### src/rtl/barrel_shifter_pkg.sv
// Shared mode codes and sizing helper for the pipelined barrel shifter.
package barrel_shifter_pkg;

    localparam logic [1:0] MODE_ROL = 2'b00;
    localparam logic [1:0] MODE_ROR = 2'b01;
    localparam logic [1:0] MODE_SLL = 2'b10;
    localparam logic [1:0] MODE_SRL = 2'b11;

    function automatic int shamt_width(input int width);
        return (width <= 2) ? 1 : $clog2(width);
    endfunction

endpackage

### src/rtl/barrel_shift_stage.sv
// One shifter level: conditional shift by SHIFT, then a valid/data register slot.
module barrel_shift_stage
    import barrel_shifter_pkg::*;
#(
    parameter int WIDTH = 8,
    parameter int SHIFT = 1
) (
    input  logic             clk,
    input  logic             rst,
    input  logic             in_valid,
    input  logic [WIDTH-1:0] x,
    input  logic             shift_en,
    input  logic [1:0]       mode,
    input  logic             down_ready,
    output logic             out_valid,
    output logic [WIDTH-1:0] y,
    output logic             zero_next
);

    logic             advance;
    logic [WIDTH-1:0] shifted;

    always_comb begin
        shifted = x;
        if (shift_en) begin
            case (mode)
                MODE_ROL: shifted = (x << SHIFT) | (x >> (WIDTH - SHIFT));
                MODE_ROR: shifted = (x >> SHIFT) | (x << (WIDTH - SHIFT));
                MODE_SLL: shifted = x << SHIFT;
                default:  shifted = x >> SHIFT;
            endcase
        end
    end

    assign zero_next = (shifted == '0);

    // Slot may load when empty or when its occupant is leaving this cycle.
    assign advance = !out_valid || down_ready;

    always_ff @(posedge clk or posedge rst) begin
        if (rst) begin
            out_valid <= 1'b0;
            y         <= '0;
        end else if (advance) begin
            out_valid <= in_valid;
            if (in_valid) begin
                y <= shifted;
            end
        end
    end

endmodule

### src/rtl/pipelined_barrel_shifter.sv
// Pipelined barrel shifter (ROL/ROR/SLL/SRL), one stage per shift power, valid/ready.
// Optional y_zero output enabled by PIPELINED_BARREL_SHIFTER_ZERO_FLAG_EN.
module pipelined_barrel_shifter
    import barrel_shifter_pkg::*;
#(
    parameter int WIDTH   = 8,
    parameter int SHAMT_W = shamt_width(WIDTH)
) (
    input  logic               clk,
    input  logic               rst,
    input  logic               in_valid,
    output logic               in_ready,
    input  logic [WIDTH-1:0]   x,
    input  logic [SHAMT_W-1:0] sel,
    input  logic [1:0]         mode,
    output logic               out_valid,
    input  logic               out_ready,
    output logic [WIDTH-1:0]   y
`ifdef PIPELINED_BARREL_SHIFTER_ZERO_FLAG_EN
    ,
    output logic               y_zero
`endif
);

    logic [SHAMT_W-1:0] vld;
    logic [SHAMT_W-1:0] adv;
    logic [SHAMT_W-1:0] zero_next;
    logic [WIDTH-1:0]   data_p [SHAMT_W];
    logic [SHAMT_W-1:0] sel_p  [SHAMT_W-1];
    logic [1:0]         mode_p [SHAMT_W-1];
    logic               unused_bits;

    // Ready ripples back from the output; any empty slot downstream lets a stage move.
    always_comb begin
        adv = '0;
        adv[SHAMT_W-1] = out_ready || !vld[SHAMT_W-1];
        for (int k = SHAMT_W - 2; k >= 0; k--) begin
            adv[k] = adv[k+1] || !vld[k];
        end
    end

    for (genvar k = 0; k < SHAMT_W; k++) begin : g_stage
        logic               v_in;
        logic [WIDTH-1:0]   d_in;
        logic [SHAMT_W-1:0] s_in;
        logic [1:0]         m_in;
        logic               down_ready;

        if (k == 0) begin : g_head
            assign v_in = in_valid;
            assign d_in = x;
            assign s_in = sel;
            assign m_in = mode;
        end else begin : g_body
            assign v_in = vld[k-1];
            assign d_in = data_p[k-1];
            assign s_in = sel_p[k-1];
            assign m_in = mode_p[k-1];
        end

        if (k == SHAMT_W - 1) begin : g_tail
            assign down_ready = out_ready;
        end else begin : g_link
            assign down_ready = adv[k+1];

            always_ff @(posedge clk or posedge rst) begin
                if (rst) begin
                    sel_p[k]  <= '0;
                    mode_p[k] <= MODE_ROL;
                end else if (adv[k] && v_in) begin
                    sel_p[k]  <= s_in;
                    mode_p[k] <= m_in;
                end
            end
        end

        barrel_shift_stage #(
            .WIDTH(WIDTH),
            .SHIFT(1 << k)
        ) u_stage (
            .clk       (clk),
            .rst       (rst),
            .in_valid  (v_in),
            .x         (d_in),
            .shift_en  (s_in[k]),
            .mode      (m_in),
            .down_ready(down_ready),
            .out_valid (vld[k]),
            .y         (data_p[k]),
            .zero_next (zero_next[k])
        );
    end

    assign unused_bits = ^{zero_next, g_stage[SHAMT_W-1].s_in};

    assign in_ready  = adv[0];
    assign out_valid = vld[SHAMT_W-1];
    assign y         = data_p[SHAMT_W-1];

`ifdef PIPELINED_BARREL_SHIFTER_ZERO_FLAG_EN
    // Flag is captured with the final stage's data so it stalls exactly like y.
    always_ff @(posedge clk or posedge rst) begin
        if (rst) begin
            y_zero <= 1'b0;
        end else if (adv[SHAMT_W-1] && vld[SHAMT_W-2]) begin
            y_zero <= zero_next[SHAMT_W-1];
        end
    end
`endif

endmodule
### config.mk
export PLATFORM = sky130hd
export DESIGN_NAME = pipelined_barrel_shifter
export DESIGN_NICKNAME = d
export VERILOG_FILES = /design/src/rtl/barrel_shifter_pkg.sv /design/src/rtl/barrel_shift_stage.sv /design/src/rtl/pipelined_barrel_shifter.sv
export SDC_FILE = /design/constraint.sdc
export NUM_CORES = 1
export LEC_CHECK = 0
export BUFFER_PORTS_ARGS = -buffer_cell sky130_fd_sc_hd__buf_2
export CAP_MARGIN = 20
export CORE_UTILIZATION = 45
export CTS_BUF_LIST = sky130_fd_sc_hd__clkbuf_4 sky130_fd_sc_hd__clkbuf_8 sky130_fd_sc_hd__clkbuf_16
export CTS_CLUSTER_DIAMETER = 120
export DETAILED_ROUTE_END_ITERATION = 12
export PLACE_DENSITY = 0.65
export SETUP_SLACK_MARGIN = 0.15
export SYNTH_ARGS = -nofsm -noshare
export SYNTH_HDL_FRONTEND = slang
export SYNTH_SLANG_ARGS = --single-unit
export TNS_END_PERCENT = 50
### constraint.sdc
create_clock -name clk -period 2.3 [get_ports clk]
set_input_delay 0.345 -clock clk [delete_from_list [all_inputs] [get_ports clk]]
set_output_delay 0.345 -clock clk [all_outputs]
set_load 0.05 [all_outputs]
==> metrics.yaml, run 1 <==
drc_errors: 0
worstSkewPairLatency_ps: 290
dp_hpwl_mm: 2.72
grt_pass1_vias: 1312
setup-tns-final_ps: 0
overflow: 0
fin_crit_sh: 0.746
cts_tree: "yes"
area_growth_pct: 11.0
syn_nets: 185
drv_slew: 0
core_area_mm2: 0.00377
rows: 22
first_iter_violations: 49
cp_max_fo: 12
wl_met3_um: 129
final_cell_mix: "dfrtp_1 (34), a21oi_1 (26), buf_2 (26)"
cts_buffers: 5
numPortBuffers: 26
netlist_area_mm2: 0.00181
power_mw: 2.08
grt_max_degree: 23
cts_hold_buffers: 0
start_util: 0.481
ys_seq_area_frac: 0.469
max_freq_mhz: 582
dieArea_mm2: 0.00429
worst_slew_pin_slew_ps: 487
final_common_cell: "dfrtp_1"
critPathCaptureType: "register"
hold_violations: 0
yosysTopAreaCell: "dfrtp_1"
syn_area_per_cell_um2: 10.8
track_usage: 0.198
viasPerCell: 5.67
drive_above_1_share: 0.295
io_pins: 27
synthCells: 168
rsz0062_at_grt: "no"
critPathKind: "register to register"
ys_ff_latch: 34
post-cts-setup-buffers: 0
finalSetupViolations: 0
highest_layer: "met4"
nNetsFinal: 206
synth_top_cell_area_share: 0.469
first_pass_iters: 4
yosysWarnings: 0
grt_pass1_wl_mm: 6.28
max_slew_margin: 0.673
gp_congestion: 0.790
antenna_cells: 0
drtAntennaViolNets: 0
wl_met2_mm: 1.82
peakVddDrop_v: 0.000364
ctsHtreeMaxLevel: 2
fillers: 344
final.min_clock_period_ps: 1720
dpl.cell_count: 230
synth_cell_type_count: 28
cts.clk_slew.worst_paths_ps: 70
antenna_found_initial: 0
wl_per_cell_um: 14.9
cp-start-kind: "register"
fin_skew_ps: 5.74
cts.path.max_buffers: 2
rr_startpoint: "g_stage[1].u_stage.out_valid"
vias: 1349
pwr_density_cell_mw_per_mm2: 1040
power.leakage_nw: 0.880
root_buffer: "clkbuf_8"
status: "finished clean"
cts_resized: 0
dieWidth_um: 65.5
min_path_type: "primary input to asynchronous set/reset pin"
setup.worst_path.start: "g_stage[1].u_stage.out_valid"
wirelength_mm: 3.55
die_h_um: 65.5
cts_sinks: 34
synth-main-ff-cell: "dfrtp_1"
async_flop_share: 1.00
finalNonFillerCells: 238
met1Wirelength_mm: 1.52
crit_required_ps: 2470
cp_data_arrival_time_ps: 1890
drv_cap: 0
synthTopCellsByArea: "dfrtp_1 (47%), mux2_2 (11%), a21oi_1 (7.2%)"
synth-edff-count: 0
[metal layers]
metal | track usage | vias to the layer above
met2 | 0.340 | 33
met3 | 0.0417 | 7
met5 | 0 | -
met1 | 0.233 | 661
met4 | 0.0978 | 0
li1 | - | 648
[metrics by stage]
stage               setup WS (ps)  utilization  hold slack [ps]  cell area (um^2)
finish                        583        0.534             51.5              2010
global route                  450        0.534             98.8              2010
CTS                           600        0.534             66.3              2010
detailed placement            615        0.509              382              1920
global placement              712        0.509              373              1920
floorplan                     508            -              453              1810
[worst paths after layout]
| check | cells past startpoint | endpoint | slack [ps] |
|---|---|---|---|
| min in group clk | 2 | g_stage[1].s_in[1] | 280 |
| hold / removal | 2 | g_stage[0].u_stage.out_valid | 50 |
| max in group asynchronous | 3 | g_stage[1].s_in[2] | 1600 |
| setup / recovery | 3 | g_stage[2].m_in[0] | 580 |
| hold reg to reg | 1 | g_stage[2].s_in[2] | 510 |
| setup reg to reg | 3 | g_stage[2].m_in[0] | 580 |
[state kept, by name, summed over array words and instances, names as in the netlist]
| signal | count |
|---|---|
| g_stage.m_in | 4 |
| g_stage.s_in | 3 |
| g_stage.u_stage.out_valid | 3 |
| g_stage.u_stage.y | 24 |
[critical path, cell delays in order, from the launching register on]
cell and delay [ps]:
dfrtp_1 600, nand3b_2 230, nand2_1 380, mux2_2 390
[where the power goes]
part | switching, mW | internal, mW | total, mW
Sequential | 0.165 | 0.759 | 0.925
Combinational | 0.431 | 0.262 | 0.693
Clock | 0.226 | 0.240 | 0.466
Total | 0.822 | 1.26 | 2.08
[kinds of logic (layout without fill, tap and decap cells)]
group	Yosys count	in the layout	synth area share
and+or+nand+nor	33	33	0.106
buffers and inverters	21	43	0.0683
AOI/OAI and AO/OA	53	53	0.197
muxes	27	27	0.161
DFF	34	34	0.469
[cells in the mapped netlist (2+ instances only)]
| library cell | count |
|---|---|
| a21oi_1 | 26 |
| nor2_1 | 10 |
| o221ai_1 | 3 |
| o21a_1 | 6 |
| mux2_2 | 17 |
| o211ai_1 | 4 |
| nor2b_1 | 4 |
| dfrtp_1 | 34 |
| buf_2 | 7 |
| buf_6 | 2 |
| nand2_1 | 7 |
| a32o_1 | 6 |
| nand2b_1 | 8 |
| inv_1 | 8 |
| mux2i_1 | 10 |
| a31oi_1 | 3 |
| o311ai_0 | 2 |
[cell type report]
type,instances,area [um^2],share of cell area
Inverter,8,30.0,0.0149
Timing Repair Buffer,27,138,0.0684
Clock inverter,2,12.5,0.00622
Multi-Input combinational cell,113,840,0.417
Tap cell,48,60.1,0.0298
Clock buffer,6,82.6,0.0410
Sequential cell,34,851,0.423
Power figures use the tool's default switching activity.
==> inputs of run 2 (changes only) <==
==> constraint.sdc (replaced) <==
create_clock -name clk -period 1.64 [get_ports clk]
set_input_delay 0.246 -clock clk [delete_from_list [all_inputs] [get_ports clk]]
set_output_delay 0.246 -clock clk [all_outputs]
set_load 0.05 [all_outputs]
==> run 2 against run 1 <==
Compared with the run above:
- via count up 0.15%
- count of clock-buffer cells in the layout is 1 higher
- cell count increased by 2.1%
- hold slack better by 150 ps
- clock skew is 2.4 ps lower
- total power grew 41%
- setup slack lost 420 ps
- wire length decreased by 2.7%
- sequential power grew 37%
- clock power is 38% higher
==> metrics.yaml, run 2 (synthesized netlist as in run 1, its figures left out) <==
status: "finished clean"
critPathCaptureType: "output port"
cts.clk_slew.worst_paths_ps: 60
gp_congestion: 0.809
worstSkewPairLatency_ps: 280
grt_max_degree: 18
start_util: 0.481
pre_cts_slack_ps: 148
core_area_mm2: 0.00377
drv_slew: 0
wl_per_cell_um: 14.2
fin_crit_sh: 0.901
hold_violations: 0
nNetsFinal: 211
final_util: 0.553
swShare: 0.380
overflow: 0
peakVddDrop_v: 0.000465
grt_pass1_wl_mm: 6.17
path_cells: "nand4b_4 > buf_2"
path_depth: 2
antenna_found_initial: 0
power.leakage_nw: 0.943
ctsHtreeMaxLevel: 2
clkPwrFrac: 0.219
cts.path.max_buffers: 2
drtAntennaViolNets: 0
cts_tree: "yes"
grt_pass1_vias: 1319
final_common_cell: "dfrtp_1"
crit_required_ps: 1390
cts_sinks: 34
regMostFlops: "g_stage.u_stage.y"
worst_slew_pin_slew_ps: 497
numPortBuffers: 26
drc_errors: 0
setup_ws_ps: 162
first_iter_violations: 28
pwr_density_cell_mw_per_mm2: 1410
max_slew_margin: 0.668
dpl_cell_area_mm2: 0.00198
final_cell_mix: "dfrtp_1 (33), a21oi_1 (26), buf_2 (26)"
rr_worst_depth: 3
cp_data_arrival_time_ps: 1230
io_pins: 27
rsz0062_at_grt: "yes"
dpl.cell_count: 234
power.share.combinational: 0.350
wirelength_mm: 3.45
track_usage: 0.194
rows: 22
finalNonFillerCells: 243
largest_reg_flops: 24
first_pass_iters: 4
min_path_type: "primary input to register"
finalSetupViolations: 0
crit_family: "flip-flops"
p_seq_frac: 0.431
crit_buf_inv: 1
max_freq_mhz: 677
vias: 1351
cp_max_fo: 7
intPower_mw: 1.83
drv_cap: 0
cts_buffers: 5
critPathKind: "register to output port"
design_area_mm2: 0.00208
fin_skew_ps: 3.29
min_path_cells: 2
antenna_cells: 0
cts_resized: 0
root_buffer: "clkbuf_8"
dp_hpwl_mm: 2.68
worst_path_max_delay_cell: "dfrtp_1"
dieArea_mm2: 0.00429
dieWidth_um: 65.5
cp-start-kind: "register"
area_growth_pct: 14.9
switchingPower_mw: 1.12
fillers: 338
max_stage_delay_ps: 500
die_h_um: 65.5
final.min_clock_period_ps: 1480
drive_above_1_share: 0.313
viasPerCell: 5.56
setup-tns-final_ps: 0
==> run 2: power by group through the flow <==
stage               Sequential (mW)  Combinational, mW  Clock, mW
global route                   1.31               1.12      0.704
floorplan                      1.52              0.576          0
CTS                            1.27               1.04      0.661
detailed placement             1.28               1.04          0
global placement               1.27               1.01          0
finish                         1.27               1.03      0.645
==> run 2: worst register-to-register path, cell delays in order (launching register included) <==
cell	delay (ps)
dfrtp_1	420
nand3b_2	160
nand2_1	350
mux2_2	380
==> run 2: metal layers <==
metal / wire length [um] / up-vias / share of wire / global-route usage
met5: 0 / - / 0 / 0
met1: 1490 / 652 / 0.43 / 0.223
met2: 1750 / 32 / 0.51 / 0.331
li1: - / 660 / - / -
met4: 61 / 0 / 0.018 / 0.0815
met3: 149 / 7 / 0.043 / 0.0590
==> run 2: worst paths after layout <==
check	start	end	slack [ps]
worst max-delay path	g_stage[0].u_stage.out_valid	in_ready	160
worst min-delay path	sel[2]	g_stage[1].s_in[2]	200
worst max register to register	g_stage[1].u_stage.out_valid	g_stage[1].u_stage.y[2]	210
worst min register to register	g_stage[1].u_stage.y[7]	g_stage[1].u_stage.y[7]	520
max in group asynchronous	rst	g_stage[1].m_in[0]	640
min in group asynchronous	rst	g_stage[2].u_stage.y[7]	470
==> run 2: final cells by class <==
cell class | count | area [um^2] | area share
Sequential cell | 34 | 852 | 0.409
Tap cell | 48 | 60.1 | 0.0288
Multi-Input combinational cell | 113 | 870 | 0.417
Inverter | 8 | 30.0 | 0.0144
Timing Repair Buffer | 32 | 178 | 0.0852
Clock buffer | 7 | 90.1 | 0.0432
Clock inverter | 1 | 5.00 | 0.00240
==> run 2: stage by stage <==
| step | power, mW | hold WS (ps) |
|---|---|---|
| global placement | 2.29 | 225 |
| finish | 2.95 | 199 |
| global route | 3.13 | 187 |
| CTS | 2.97 | 193 |
| detailed placement | 2.32 | 234 |
| floorplan | 2.09 | 354 |
==> run 2: timing repair <==
action	4_1_cts	5_1_grt
hold endpoints to repair	8	0
setup endpoints to repair	0	8
buffers inserted	0	0
hold buffers	1	0
==> inputs of run 3 (changes only) <==
--- a/config.mk
+++ b/config.mk
@@ -7,9 +7,10 @@
 export LEC_CHECK = 0
 export BUFFER_PORTS_ARGS = -buffer_cell sky130_fd_sc_hd__buf_2
 export CAP_MARGIN = 20
+export CORE_ASPECT_RATIO = 2
 export CORE_UTILIZATION = 45
 export CTS_BUF_LIST = sky130_fd_sc_hd__clkbuf_4 sky130_fd_sc_hd__clkbuf_8 sky130_fd_sc_hd__clkbuf_16
-export CTS_CLUSTER_DIAMETER = 120
+export CTS_CLUSTER_DIAMETER = 30
 export DETAILED_ROUTE_END_ITERATION = 12
 export PLACE_DENSITY = 0.65
 export SETUP_SLACK_MARGIN = 0.15
==> run 3 against run 2 <==
Compared with the run above:
- die area is 0.35% higher
- register-to-register slack better by 50 ps
- global-route usage is 1.6 points higher
- highest routed layer unchanged
- wire length is 6.7% higher
- largest cell class unchanged
- critical path type unchanged
==> metrics.yaml, run 3 (synthesized netlist as in run 1, its figures left out) <==
rsz0062_at_grt: "no"
cp_data_arrival_time_ps: 1180
antenna_found_initial: 0
numPortBuffers: 26
cts_tree: "yes"
grt_pass1_vias: 1394
post-cts-setup-buffers: 0
design_area_mm2: 0.00209
min_path_type: "primary input to asynchronous set/reset pin"
wl_per_cell_um: 15.0
vias: 1350
first_pass_iters: 4
io_pins: 27
grt_pass1_wl_mm: 6.42
power.leakage_nw: 0.940
dp_hpwl_mm: 2.91
setup_ws_ps: 210
pre_cts_slack_ps: 209
max_freq_mhz: 699
gp_congestion: 0.814
dieArea_mm2: 0.00430
dpl_cell_area_mm2: 0.00199
die_h_um: 91.8
overflow: 0
pwr_density_cell_mw_per_mm2: 1420
drc_errors: 0
rows: 32
setup-tns-final_ps: 0
setup.worst_path.start: "g_stage[0].u_stage.out_valid"
dieWidth_um: 46.9
dpl.cell_count: 238
peakVddDrop_v: 0.000677
fin_skew_ps: 8.07
finalSetupViolations: 0
rr_startpoint: "g_stage[1].m_in[0]"
area_growth_pct: 15.2
drive_above_1_share: 0.323
track_usage: 0.209
root_buffer: "clkbuf_8"
cts_buffers: 5
drv_slew: 0
cp_max_fo: 7
start_util: 0.472
worst_slew_pin_slew_ps: 517
cp-start-kind: "register"
rr_worst_depth: 3
finalNonFillerCells: 246
cts_sinks: 34
hold_violations: 0
final.min_clock_period_ps: 1430
crit_required_ps: 1390
core_area_mm2: 0.00384
drtAntennaViolNets: 0
cts.clk_slew.worst_paths_ps: 70
wirelength_mm: 3.68
r2r_setup_slack_ps: 260
max_slew_margin: 0.655
largest_reg_flops: 24
cts.path.max_buffers: 2
ctsHtreeMaxLevel: 2
regMostFlops: "g_stage.u_stage.y"
endpoint: "in_ready"
status: "finished clean"
rr_endpoint: "g_stage[1].u_stage.y[2]"
critPathKind: "register to output port"
fillers: 359
final_common_cell: "dfrtp_1"
final_cell_mix: "dfrtp_1 (32), a21oi_1 (26), buf_2 (25)"
first_iter_violations: 21
fin_crit_sh: 0.872
worstSkewPairLatency_ps: 290
critPathCaptureType: "output port"
nNetsFinal: 211
grt_max_degree: 35
power_mw: 2.97
drv_cap: 0
viasPerCell: 5.49
antenna_cells: 0
-- run 3: final cells by class --
| class | instances | area, um^2 | area share |
|---|---|---|---|
| multi-input cells | 113 | 870 | 0.416 |
| clock inverters | 2 | 12.5 | 0.00599 |
| clock buffers | 6 | 82.6 | 0.0395 |
| repair buffers | 32 | 178 | 0.0850 |
| well taps | 51 | 63.8 | 0.0305 |
| flip-flops and latches | 34 | 853 | 0.408 |
| inverters | 8 | 30.0 | 0.0144 |
-- run 3: per-layer routing --
layer  GRT usage  routed length [um]
met2       0.385                2220
met1       0.205                1290
met4       0.105                  90
met3      0.0295                  82
met5           0                   0
-- run 3: metrics by stage --
stage,hold slack [ps],util
6_report,17.0,0.544
5_1_grt,85.0,0.544
4_1_cts,39.9,0.543
3_5_place_dp,357,0.518
3_3_place_gp,349,0.518
2_1_floorplan,354,-
-- run 3: worst min-delay path by stage --
| stage | start | end | slack (ps) | depth (start not counted) |
|---|---|---|---|---|
| after global routing | rst | g_stage[1].s_in[1] | 90 | 3 |
| after global placement | rst | g_stage[2].u_stage.y[7] | 350 | 3 |
| after CTS | rst | g_stage[1].u_stage.y[1] | 40 | 3 |
| after detailed placement | rst | g_stage[1].u_stage.y[1] | 360 | 3 |
| final | rst | g_stage[1].u_stage.y[1] | 20 | 3 |
| after floorplan | in_valid | g_stage[0].u_stage.out_valid | 350 | 1 |
-- run 3: what timing repair did --
item,CTS,global route
hold endpoints to repair,0,0
endpoints found under the setup margin,1,1
gates resized for setup,1,1
hold buffers,0,0
-- run 3: worst max-delay path, cell delays in order (launching register included) --
cell and delay, ps:
dfrtp_2 460, nand4b_4 170, clkbuf_4 250
-- run 3: report_power, final --
group / switching, mW / internal (mW)
combinational: 0.630 / 0.418
clock: 0.310 / 0.337
sequential: 0.208 / 1.07
total: 1.15 / 1.82
